`config.mk`:
```
export PLATFORM = sky130hd
export DESIGN_NAME = parking_sensor_decoder
export DESIGN_NICKNAME = d
export VERILOG_FILES = /design/src/rtl/parking_sensor_decoder.sv
export SDC_FILE = /design/constraint.sdc
export NUM_CORES = 1
export LEC_CHECK = 0
export ABC_AREA = 0
export CORE_UTILIZATION = 40
export DETAILED_ROUTE_END_ITERATION = 10
export GPL_ROUTABILITY_DRIVEN = 0
export SLEW_MARGIN = 30
export SYNTH_ARGS = -nofsm -noshare
export SYNTH_HDL_FRONTEND = slang
export SYNTH_SLANG_ARGS = --single-unit
```
`constraint.sdc`:
```
create_clock -name clk -period 4.05 [get_ports clk]
set_clock_uncertainty 0.05 [all_clocks]
set_input_delay 0.81 -clock clk [delete_from_list [all_inputs] [get_ports clk]]
set_output_delay 0.81 -clock clk [all_outputs]
set_load 0.02 [all_outputs]
```
`src/rtl/parking_sensor_decoder.sv`:
```
// Parking-gate sensor decoder: synchronises and filters the two beam sensors,
// then tracks entry/exit direction to emit single-cycle up/down/error pulses.
module parking_sensor_decoder #(
  parameter int unsigned FILTER_CYCLES = 2
) (
  input  logic clk,
  input  logic reset,
  input  logic a,
  input  logic b,
  output logic up,
  output logic down,
  output logic error,
  output logic busy
);

  typedef enum logic [2:0] {
    IDLE,
    EN1,
    EN2,
    EN3,
    EX1,
    EX2,
    EX3,
    RESYNC
  } state_t;

  localparam logic [3:0] FC = 4'(FILTER_CYCLES);

  logic [1:0] a_sync;
  logic [1:0] b_sync;
  logic [1:0] s;
  logic [1:0] s_q;
  logic [1:0] f;
  logic [3:0] cnt;
  logic [3:0] cnt_nx;
  state_t     state;

  assign s    = {a_sync[1], b_sync[1]};
  assign busy = (state != IDLE);

  always_ff @(posedge clk or posedge reset) begin
    if (reset) begin
      a_sync <= '0;
      b_sync <= '0;
    end else begin
      a_sync <= {a_sync[0], a};
      b_sync <= {b_sync[0], b};
    end
  end

  // A changed candidate restarts the run; a steady one extends it.
  always_comb begin
    cnt_nx = cnt + 4'd1;
    if (s != s_q) cnt_nx = 4'd1;
  end

  always_ff @(posedge clk or posedge reset) begin
    if (reset) begin
      s_q <= '0;
      f   <= '0;
      cnt <= '0;
    end else begin
      s_q <= s;
      if (s == f) begin
        cnt <= '0;
      end else if (cnt_nx >= FC) begin
        f   <= s;
        cnt <= '0;
      end else begin
        cnt <= cnt_nx;
      end
    end
  end

  always_ff @(posedge clk or posedge reset) begin
    if (reset) begin
      state <= IDLE;
      up    <= 1'b0;
      down  <= 1'b0;
      error <= 1'b0;
    end else begin
      up    <= 1'b0;
      down  <= 1'b0;
      error <= 1'b0;
      case (state)
        IDLE: begin
          case (f)
            2'b10: state <= EN1;
            2'b01: state <= EX1;
            2'b11: begin
              error <= 1'b1;
              state <= RESYNC;
            end
            default: ;
          endcase
        end
        EN1: begin
          case (f)
            2'b11: state <= EN2;
            2'b00: state <= IDLE;
            2'b01: begin
              error <= 1'b1;
              state <= RESYNC;
            end
            default: ;
          endcase
        end
        EN2: begin
          case (f)
            2'b01: state <= EN3;
            2'b10: state <= EN1;
            2'b00: begin
              error <= 1'b1;
              state <= RESYNC;
            end
            default: ;
          endcase
        end
        EN3: begin
          case (f)
            2'b00: begin
              up    <= 1'b1;
              state <= IDLE;
            end
            2'b11: state <= EN2;
            2'b10: begin
              error <= 1'b1;
              state <= RESYNC;
            end
            default: ;
          endcase
        end
        EX1: begin
          case (f)
            2'b11: state <= EX2;
            2'b00: state <= IDLE;
            2'b10: begin
              error <= 1'b1;
              state <= RESYNC;
            end
            default: ;
          endcase
        end
        EX2: begin
          case (f)
            2'b10: state <= EX3;
            2'b01: state <= EX1;
            2'b00: begin
              error <= 1'b1;
              state <= RESYNC;
            end
            default: ;
          endcase
        end
        EX3: begin
          case (f)
            2'b00: begin
              down  <= 1'b1;
              state <= IDLE;
            end
            2'b11: state <= EX2;
            2'b01: begin
              error <= 1'b1;
              state <= RESYNC;
            end
            default: ;
          endcase
        end
        RESYNC: begin
          if (f == 2'b00) state <= IDLE;
        end
        default: state <= IDLE;
      endcase
    end
  end

endmodule

```
==> results of run 1 <==
==> critical path, delay by kind of cell, from the launching register on <==
kind	cells	cell delay [ns]
AND/OR/NAND/NOR	1	0.46
flip-flops	1	0.61
buffers and inverters	1	0.54
==> area by class of cell <==
| type | instances | area [um2] |
|---|---|---|
| inverter | 5 | 18.77 |
| sequential | 18 | 450.4 |
| tap | 30 | 37.54 |
| clock buffer | 4 | 36.28 |
| multi-input combinational | 78 | 605.6 |
| timing repair buffer | 7 | 70.07 |
| fill | 243 | 1326 |
==> flip-flops by register name (all words and copies together) (netlist names) <==
signal,flops
error,1
down,1
state,3
cnt,4
up,1
s_q,2
b_sync,2
a_sync,2
f,2
==> through the flow <==
stage               cell area [um2]  std cells  power, mW
floorplan                      1107        108     0.6591
global placement               1182        138     0.7400
detailed placement             1182        138     0.7459
CTS                            1219        142     0.8561
global route                   1219        142     0.9283
finish                         1219        142     0.8469
==> synthesized netlist by cell type, types with 3 or more instances <==
library cell | number | area, um2
dfrtp_1 | 18 | 450.4
buf_2 | 5 | 25.02
mux2i_1 | 4 | 40.04
nor2_1 | 7 | 26.28
a31oi_1 | 4 | 25.02
xor2_1 | 4 | 35.03
ha_1 | 8 | 100.1
nand2b_1 | 5 | 31.28
a21oi_1 | 3 | 15.01
o21ai_0 | 7 | 35.03
inv_1 | 5 | 18.77
nand2_1 | 5 | 18.77
mux2_2 | 4 | 45.04
==> per-layer routing <==
layer | GRT usage (%) | routed length (um) | vias to the layer above | share of wire, %
met5 | 0 | 0 | - | 0
met4 | 4.701 | 12 | 0 | 0.68
met3 | 5.833 | 97 | 2 | 5.5
met2 | 21.14 | 770 | 22 | 44
met1 | 20.34 | 881 | 360 | 50
li1 | - | - | 385 | -
==> where the power goes <==
| part | internal [mW] | total, mW | switching (mW) | leakage, nW |
|---|---|---|---|---|
| logic | 0.223 | 0.431 | 0.209 | 0.285 |
| registers | 0.218 | 0.310 | 0.0924 | 0.216 |
| clock network | 0.0547 | 0.105 | 0.0507 | 0.0210 |
| total | 0.495 | 0.847 | 0.352 | 0.522 |
==> path summary, 6_finish.rpt <==
path | from | slack [ns] | to | depth (start not counted)
worst max-delay path | state[1] | 1.29 | busy | 2
worst min-delay path | b_sync[0] | 0.31 | b_sync[1] | 0
worst max register to register | f[1] | 1.67 | state[2] | 7
worst min register to register | b_sync[0] | 0.31 | b_sync[1] | 0
max in group asynchronous | reset | 2.70 | state[2] | 2
min in group asynchronous | reset | 0.85 | cnt[1] | 2
==> cell families after synthesis <==
logic type | count (synthesis) | share of synthesized area [%]
AOI/OAI and AO/OA | 22 | 14.56
xor gates and xnor gates | 6 | 4.778
adders and majority gates | 8 | 9.102
buffers and inverters | 12 | 4.664
DFF | 18 | 40.96
muxes | 11 | 11.83
other | 1 | 0.3410
and+or+nand+nor | 28 | 13.77
==> impl_results.md, run 1 <==
- Initial Util: 43.22%
- Inserted Diodes: 0
- Setup_tns: 0 ns
- HPWL Detailed: 1282 um
- Mapped Area: 1100 um2
- CTS resizes: 0
- Initial antenna violation count: 0
- Fin nets: 125
- # setup viols final: 0
- Drt initial violations: 23
- Max Buffers Root-to-Sink: 2
- Leak Pwr: 0.5224 nW
- Tmin final: 2.756 ns
- DR pass1 iterations: 4
- Critical Path AT: 1.90 ns
- Peak VDD IR: 0.0003121 V
- Routed Antenna Nets: 0
- Hold-fix buffers at CTS: 0
- Final wirelength: 1762 um
- CTS Buf Count: 3
- Global route overflow: 0
- Area grow syn2layout: 10.81%
- Status: completed
- Slew HR: 57.58%
- Setup WS pre-CTS: 1.621 ns
- CTS Root Cell: clkbuf_4
- Power per cell area: 694.9 nW/um2
- I/O pins: 8
- Share of layout cells above drive strength 1: 10.71%
- Worst skew pair latency: 0.28 ns
- Crit path cell chain: or3_1 > clkdlybuf4s50_1
- CTS tree: built
- Clk slew on worst S/H paths: 0.09 ns
- Crit end category: output pin
- Synth warn: 0
- Sequential element share of the synthesized area: 40.96%
- Crit Path Category: flip-flop to output pin
- Most frequent cells in the layout: 18 x dfrtp_1, 8 x ha_1, 7 x nor2_1, 7 x o21ai_0, 7 x clkdlybuf4s50_1
- GRT Total Usage: 14.82%
- CP max stage cell: dfrtp_1
- Pins Over Slew Limit: 0
- First-pass GRT wire length: 3077 um
- Syn Area/Cell: 10.38 um2
- Setup Buffers After CTS: 0
- Worst hold path class: flip-flop to flip-flop
- Unrepaired setup endpoints after global routing: false
- Crit share post-route: 68.05%
- Largest net degree at the start of global routing: 22
- Synthesis-stage register bit count: 18
- Max-cap violation count: 0
- Most used DFF post-synth: dfrtp_1
- Cell count after synthesis: 106
- PnR worst setup slack: 1.294 ns
- Core area: 2545 um2
- Hold_ws: 0.3069 ns
- Worst path required time: 3.19 ns
- I/O Buffers: 7
- Netlist cell types: 34
- Endpoints failing hold: 0
- DIE AREA: 2963 um2
- Die Y: 54.44 um
- Fmax: 362.8 MHz
- Die Span X: 54.44 um
- Vias per cell: 5.415
- Number of synthesized flops with an enable pin: 0
- Fin util: 47.89%
- Post-synth ARST share: 100.0%
- Most common cell after layout, fill and taps aside: dfrtp_1
- Vias in the first global route: 695
- DR DRC count: 0
- Rows: 18
- Critical Path Start Type: flip-flop
- CP peak stage delay: 0.61 ns
- Clk sinks: 18
- Drt wl/cell: 12.41 um
- Worst Tran Pin Value: 0.6356 ns
- CP max FO: 21
- CTS H-tree depth: 1
- Via count: 769
Power figures use the tool's default switching activity.
==> inputs of run 2 (changes only) <==
Clock period 4.05 ns to 2.7 ns, I/O delays scaled along.
==> run 2 against run 1 <==
Compared with the run above: power is 55% higher; via count is 1.2% higher; sequential cell count stayed put; die area stayed put; critical endpoint is now state[2].
==> impl_results.md, run 2 (same netlist as run 1, synthesis figures left out) <==
- Worst Tran Pin Value: 0.6758 ns (was 0.6356 ns)
- Leak Pwr: 0.5371 nW (was 0.5224 nW)
- HPWL Detailed: 1368 um (was 1282 um)
- Die Span X: 54.44 um (unchanged)
- Endpoints failing hold: 0 (unchanged)
- Drt initial violations: 16 (was 23)
- Vias in the first global route: 648 (was 695)
- Fin nets: 128 (was 125)
- I/O Buffers: 7 (unchanged)
- PnR worst setup slack: 0.3650 ns (was 1.294 ns)
- Top Registers: cnt (4), state (3) (unchanged)
- Via count: 778 (was 769)
- Fmax: 428.3 MHz
- DR pass1 iterations: 4 (unchanged)
- DRT met1 WL: 901 um (was 881 um)
- Unrepaired setup endpoints after global routing: false (unchanged)
- Tmin final: 2.335 ns
- Crit share post-route: 86.48%
- CTS tree: built (unchanged)
- Core area: 2545 um2 (unchanged)
- Rows: 18 (unchanged)
- WL met2: 894 um (was 770 um)
- CTS H-tree depth: 1 (unchanged)
- Drt wl/cell: 12.99 um (was 12.41 um)
- Clk slew on worst S/H paths: 0.10 ns (was 0.09 ns)
- Dpl cell area: 1205 um2 (was 1182 um2)
- Max FFs per register: 4 (unchanged)
- Post-Layout Cell Count: 145 (was 142)
- Peak VDD IR: 0.0006756 V (was 0.0003121 V)
- CTS resizes: 0 (unchanged)
- Most common cell after layout, fill and taps aside: dfrtp_1 (unchanged)
- Routed Antenna Nets: 0 (unchanged)
- Status: completed (unchanged)
- Die Y: 54.44 um (unchanged)
- Setup_tns: 0 ns (unchanged)
- Initial Util: 43.22% (unchanged)
- Area grow syn2layout: 12.86% (was 10.81%)
- Setup WS pre-CTS: 0.3778 ns (was 1.621 ns)
- Critical Path AT: 2.47 ns (was 1.90 ns)
- Crit Path Category: flip-flop to flip-flop (was flip-flop to output pin)
- DIE AREA: 2963 um2 (unchanged)
- Inserted Diodes: 0 (unchanged)
- Max Buffers Root-to-Sink: 2 (unchanged)
- Final Instance Area: 1241 um2 (was 1219 um2)
- DR DRC count: 0 (unchanged)
- CP max FO: 11 (was 21)
- GRT Total Usage: 14.26% (was 14.82%)
- Worst hold path class: flip-flop to flip-flop (unchanged)
- Vias per cell: 5.366 (was 5.415)
- Clk sinks: 18 (unchanged)
- First-pass GRT wire length: 2973 um (was 3077 um)
- Global route overflow: 0 (unchanged)
- Pins Over Slew Limit: 0 (unchanged)
- # setup viols final: 0 (unchanged)
- Worst path required time: 2.83 ns (was 3.19 ns)
- Power per cell area: 1060 nW/um2 (was 694.9 nW/um2)
- Largest net degree at the start of global routing: 21 (was 22)
- Most frequent cells in the layout: 18 x dfrtp_1, 8 x ha_1, 7 x nor2_1, 7 x o21ai_0, 7 x clkdlybuf4s50_1 (unchanged)
- Crit end category: flip-flop (was output pin)
- Fin util: 48.77% (was 47.89%)
- Max-cap violation count: 0 (unchanged)
- Share of layout cells above drive strength 1: 13.04% (was 10.71%)
- CTS Root Cell: clkbuf_4 (unchanged)
- Setup Buffers After CTS: 0 (unchanged)
- I/O pins: 8 (unchanged)
- Met3 wire length: 88 um (was 97 um)
- Critical Path Start Type: flip-flop (unchanged)
- Hold-fix buffers at CTS: 0 (unchanged)
- Initial antenna violation count: 0 (unchanged)
- Slew HR: 54.90% (was 57.58%)
- Final wirelength: 1883 um (was 1762 um)
- Placed Cells incl. Taps: 141 (was 138)
- Uppermost layer routed: met3 (was met4)
- Largest Register: cnt (unchanged)
- CTS Buf Count: 3 (unchanged)
- Worst skew pair latency: 0.29 ns (was 0.28 ns)
## run 2: worst max-delay path, cell delays in order, from the launching register on
cell	delay [ns]
dfrtp_1	0.46
inv_1	0.13
ha_1	0.31
or3_1	0.38
a211o_1	0.31
a21oi_2	0.19
a2111oi_4	0.07
mux2_1	0.34
## run 2: layer usage
metal	up-vias	GRT usage (%)
li1	386	-
met1	373	19.63
met2	19	22.15
met3	0	5.000
met4	0	1.282
met5	-	0
## run 2: final timing paths
kind / startpoint / end / slack [ns] / depth (start not counted)
max: f[1] / state[2] / 0.37 / 7
min: a_sync[0] / a_sync[1] / 0.31 / 0
max reg2reg: f[1] / state[2] / 0.37 / 7
min reg2reg: a_sync[0] / a_sync[1] / 0.31 / 0
max in group asynchronous: reset / state[2] / 1.59 / 2
min in group asynchronous: reset / cnt[1] / 0.58 / 2
## run 2: where the power goes
group          switching, mW  total, mW  internal [mW]
sequential            0.0559      0.384          0.328
combinational          0.403      0.764          0.361
clock                 0.0848      0.167         0.0822
total                  0.544       1.32          0.772
## run 2: per-stage QoR
stage               hold slack, ns  total power, mW
floorplan                   0.2812           0.9887
global placement            0.2865            1.143
detailed placement          0.2911            1.153
CTS                         0.3167            1.325
global route                0.3218            1.416
finish                      0.3103            1.316
## run 2: layout make-up
class	count	area (um2)
inverters	5	18.77
flip-flops and latches	18	450.4
repair buffers	10	92.59
well taps	30	37.54
fillers	238	1304
multi-input cells	78	605.6
clock buffers	4	36.28
==> inputs of run 3 (changes only) <==
Clock period 2.7 ns to 2.3 ns, I/O delays scaled along.
==> run 3 against run 2 <==
Compared with the run above: worst setup slack lost 0.29 ns; count of clock-buffer cells in the layout unchanged; design area increased by 3.0%; sequential power rose by 17%; largest power group unchanged; hold slack improved by 0.0014 ns; combinational power rose by 22%; register-to-register slack worse by 0.24 ns; die area unchanged; non-clock buffer count increased by 5; global-route usage is 0.61 points higher; cell count grew 3.4%; sequential share of layout area down 1.1 points.
==> impl_results.md, run 3 (same netlist as run 1, synthesis figures left out) <==
- Largest net degree at the start of global routing: 21 (unchanged)
- Share of layout cells above drive strength 1: 16.67% (was 13.04%)
- Drt initial violations: 10 (was 16)
- CP max stage cell: clkdlybuf4s50_1 (was dfrtp_1)
- Fillcell total: 237 (was 238)
- DR DRC count: 0 (unchanged)
- Setup_tns: 0 ns (unchanged)
- Initial antenna violation count: 0 (unchanged)
- Crit end category: output pin (was flip-flop)
- Status: completed (unchanged)
- Worst path required time: 1.79 ns (was 2.83 ns)
- I/O pins: 8 (unchanged)
- Crit path cell chain: or3_1 > clkdlybuf4s50_1 (was inv_1 > ha_1 > or3_1 > a211o_1 > a21oi_2 > a2111oi_4 > mux2_1)
- Clk sinks: 18 (unchanged)
- Clk slew on worst S/H paths: 0.10 ns (about the same)
- # setup viols final: 0 (unchanged)
- Drt wl/cell: 12.60 um (was 12.99 um)
- Hold_ws: 0.3117 ns (was 0.3103 ns)
- Uppermost layer routed: met3 (unchanged)
- Core area: 2545 um2 (unchanged)
- GRT Total Usage: 14.87% (was 14.26%)
- Worst hold path class: flip-flop to flip-flop (unchanged)
- CTS resizes: 0 (unchanged)
- Slew HR: 56.48% (was 54.90%)
- Global route overflow: 0 (unchanged)
- Met3 wire length: 54 um (was 88 um)
- Multi-input gate area: 605.6 um2 (unchanged)
- Worst skew pair latency: 0.29 ns (about the same)
- Area grow syn2layout: 16.27% (was 12.86%)
- Max FFs per register: 4 (unchanged)
- Peak VDD IR: 0.0007291 V (was 0.0006756 V)
- Delay-heaviest family, CP: buffers and inverters (was compound AO/OA/AOI/OAI gates)
- Routed Antenna Nets: 0 (unchanged)
- Top Registers: cnt (4), state (3) (unchanged)
- CTS H-tree depth: 1 (unchanged)
- Power per cell area: 1231 nW/um2 (was 1060 nW/um2)
- Die Span X: 54.44 um (unchanged)
- Most frequent cells in the layout: 18 x dfrtp_1, 8 x ha_1, 8 x buf_4 (was 18 x dfrtp_1, 8 x ha_1, 7 x nor2_1, 7 x o21ai_0, 7 x clkdlybuf4s50_1)
- Endpoints failing hold: 0 (unchanged)
- DR pass1 iterations: 4 (unchanged)
- CP max FO: 10 (was 11)
- First-pass GRT wire length: 3056 um (was 2973 um)
- CTS tree: built (unchanged)
- Max-cap violation count: 0 (unchanged)
- Rows: 18 (unchanged)
- Tmin final: 2.226 ns
- DIE AREA: 2963 um2 (unchanged)
- Vias in the first global route: 681 (was 648)
- Critical Path AT: 1.72 ns (was 2.47 ns)
- Unrepaired setup endpoints after global routing: false (unchanged)
- Fmax: 449.3 MHz
- FF-to-FF path depth: 7 (unchanged)
- Hold-fix buffers at CTS: 0 (unchanged)
- Seq. cell area: 450.4 um2 (unchanged)
- Post-Layout Cell Count: 150 (was 145)
- Fin nets: 133 (was 128)
- Pwr Total: 1.575 mW (was 1.316 mW)
- CTS Buf Count: 3 (unchanged)
- WL met2: 876 um (was 894 um)
- Most common cell after layout, fill and taps aside: dfrtp_1 (unchanged)
- HPWL Detailed: 1384 um (was 1368 um)
- Max Buffers Root-to-Sink: 2 (unchanged)
- CP peak stage delay: 0.55 ns (was 0.46 ns)
- Critical path depth in cells: 2 (was 7)
- Final wirelength: 1890 um (was 1883 um)
- Setup Buffers After CTS: 0 (unchanged)
- Hold Path Cell Cnt: 0 (unchanged)
- CTS Root Cell: clkbuf_4 (unchanged)
- Initial Util: 43.22% (unchanged)
- Crit Path Category: flip-flop to output pin (was flip-flop to flip-flop)
- Inserted Diodes: 0 (unchanged)
- DRT met1 WL: 959 um (was 901 um)
- Crit share post-route: 96.78%
- Placed Cells incl. Taps: 146 (was 141)
- Worst Tran Pin Value: 0.6521 ns (was 0.6758 ns)
- Critical Path Start Type: flip-flop (unchanged)
- Largest Register: cnt (unchanged)
- Leak Pwr: 0.5631 nW (was 0.5371 nW)
- I/O Buffers: 7 (unchanged)
- Via count: 791 (was 778)
- Die Y: 54.44 um (unchanged)
- Worst path bufs/invs: 1 (unchanged)
- Pins Over Slew Limit: 0 (unchanged)
- Vias per cell: 5.273 (was 5.366)
- Fin util: 50.25% (was 48.77%)
-- run 3: changes by cell type in the layout (fill, tap and decap cells not counted) --
cell   delta
buf_4     +5
-- run 3: worst register-to-register path, stage by stage (launching register included) --
cell and delay (ns):
dfrtp_1 0.46, inv_1 0.13, ha_1 0.21, or3_1 0.34, a211o_1 0.31, a21oi_2 0.18
a2111oi_4 0.06, mux2_1 0.33
-- run 3: path summary, 6_finish.rpt --
path,startpoint,slack (ns),endpoint
hold / removal,b_sync[0],0.31,b_sync[1]
setup reg to reg,f[1],0.13,state[1]
setup / recovery,state[2],0.07,busy
min in group asynchronous,reset,0.50,cnt[1]
max in group asynchronous,reset,1.29,f[1]
hold reg to reg,b_sync[0],0.31,b_sync[1]
-- run 3: metal layers --
layer / vias up / global-route usage (%)
met5: - / 0
met2: 13 / 22.97
met4: 0 / 3.846
met1: 379 / 19.73
li1: 399 / -
met3: 0 / 5.000
-- run 3: layout make-up --
cell class                      count  share of cell area (%)
Timing Repair Buffer               15                   10.18
Inverter                            5                   1.468
Tap cell                           30                   2.935
Multi-Input combinational cell     78                   47.36
Sequential cell                    18                   35.22
Clock buffer                        4                   2.838
-- run 3: power by group --
| part | switching (mW) | leakage (nW) | internal, mW |
|---|---|---|---|
| sequential | 0.0659 | 0.216 | 0.385 |
| clock | 0.0942 | 0.0210 | 0.0963 |
| combinational | 0.481 | 0.326 | 0.452 |
| total | 0.641 | 0.563 | 0.933 |
-- run 3: through the flow --
step                      cell area (um2)  setup WS (ns)
after floorplan                      1107         0.2293
after global placement               1242         0.1968
after detailed placement             1242         0.1243
after CTS                            1279        0.06018
after global routing                 1279       0.006285
final                                1279        0.07412
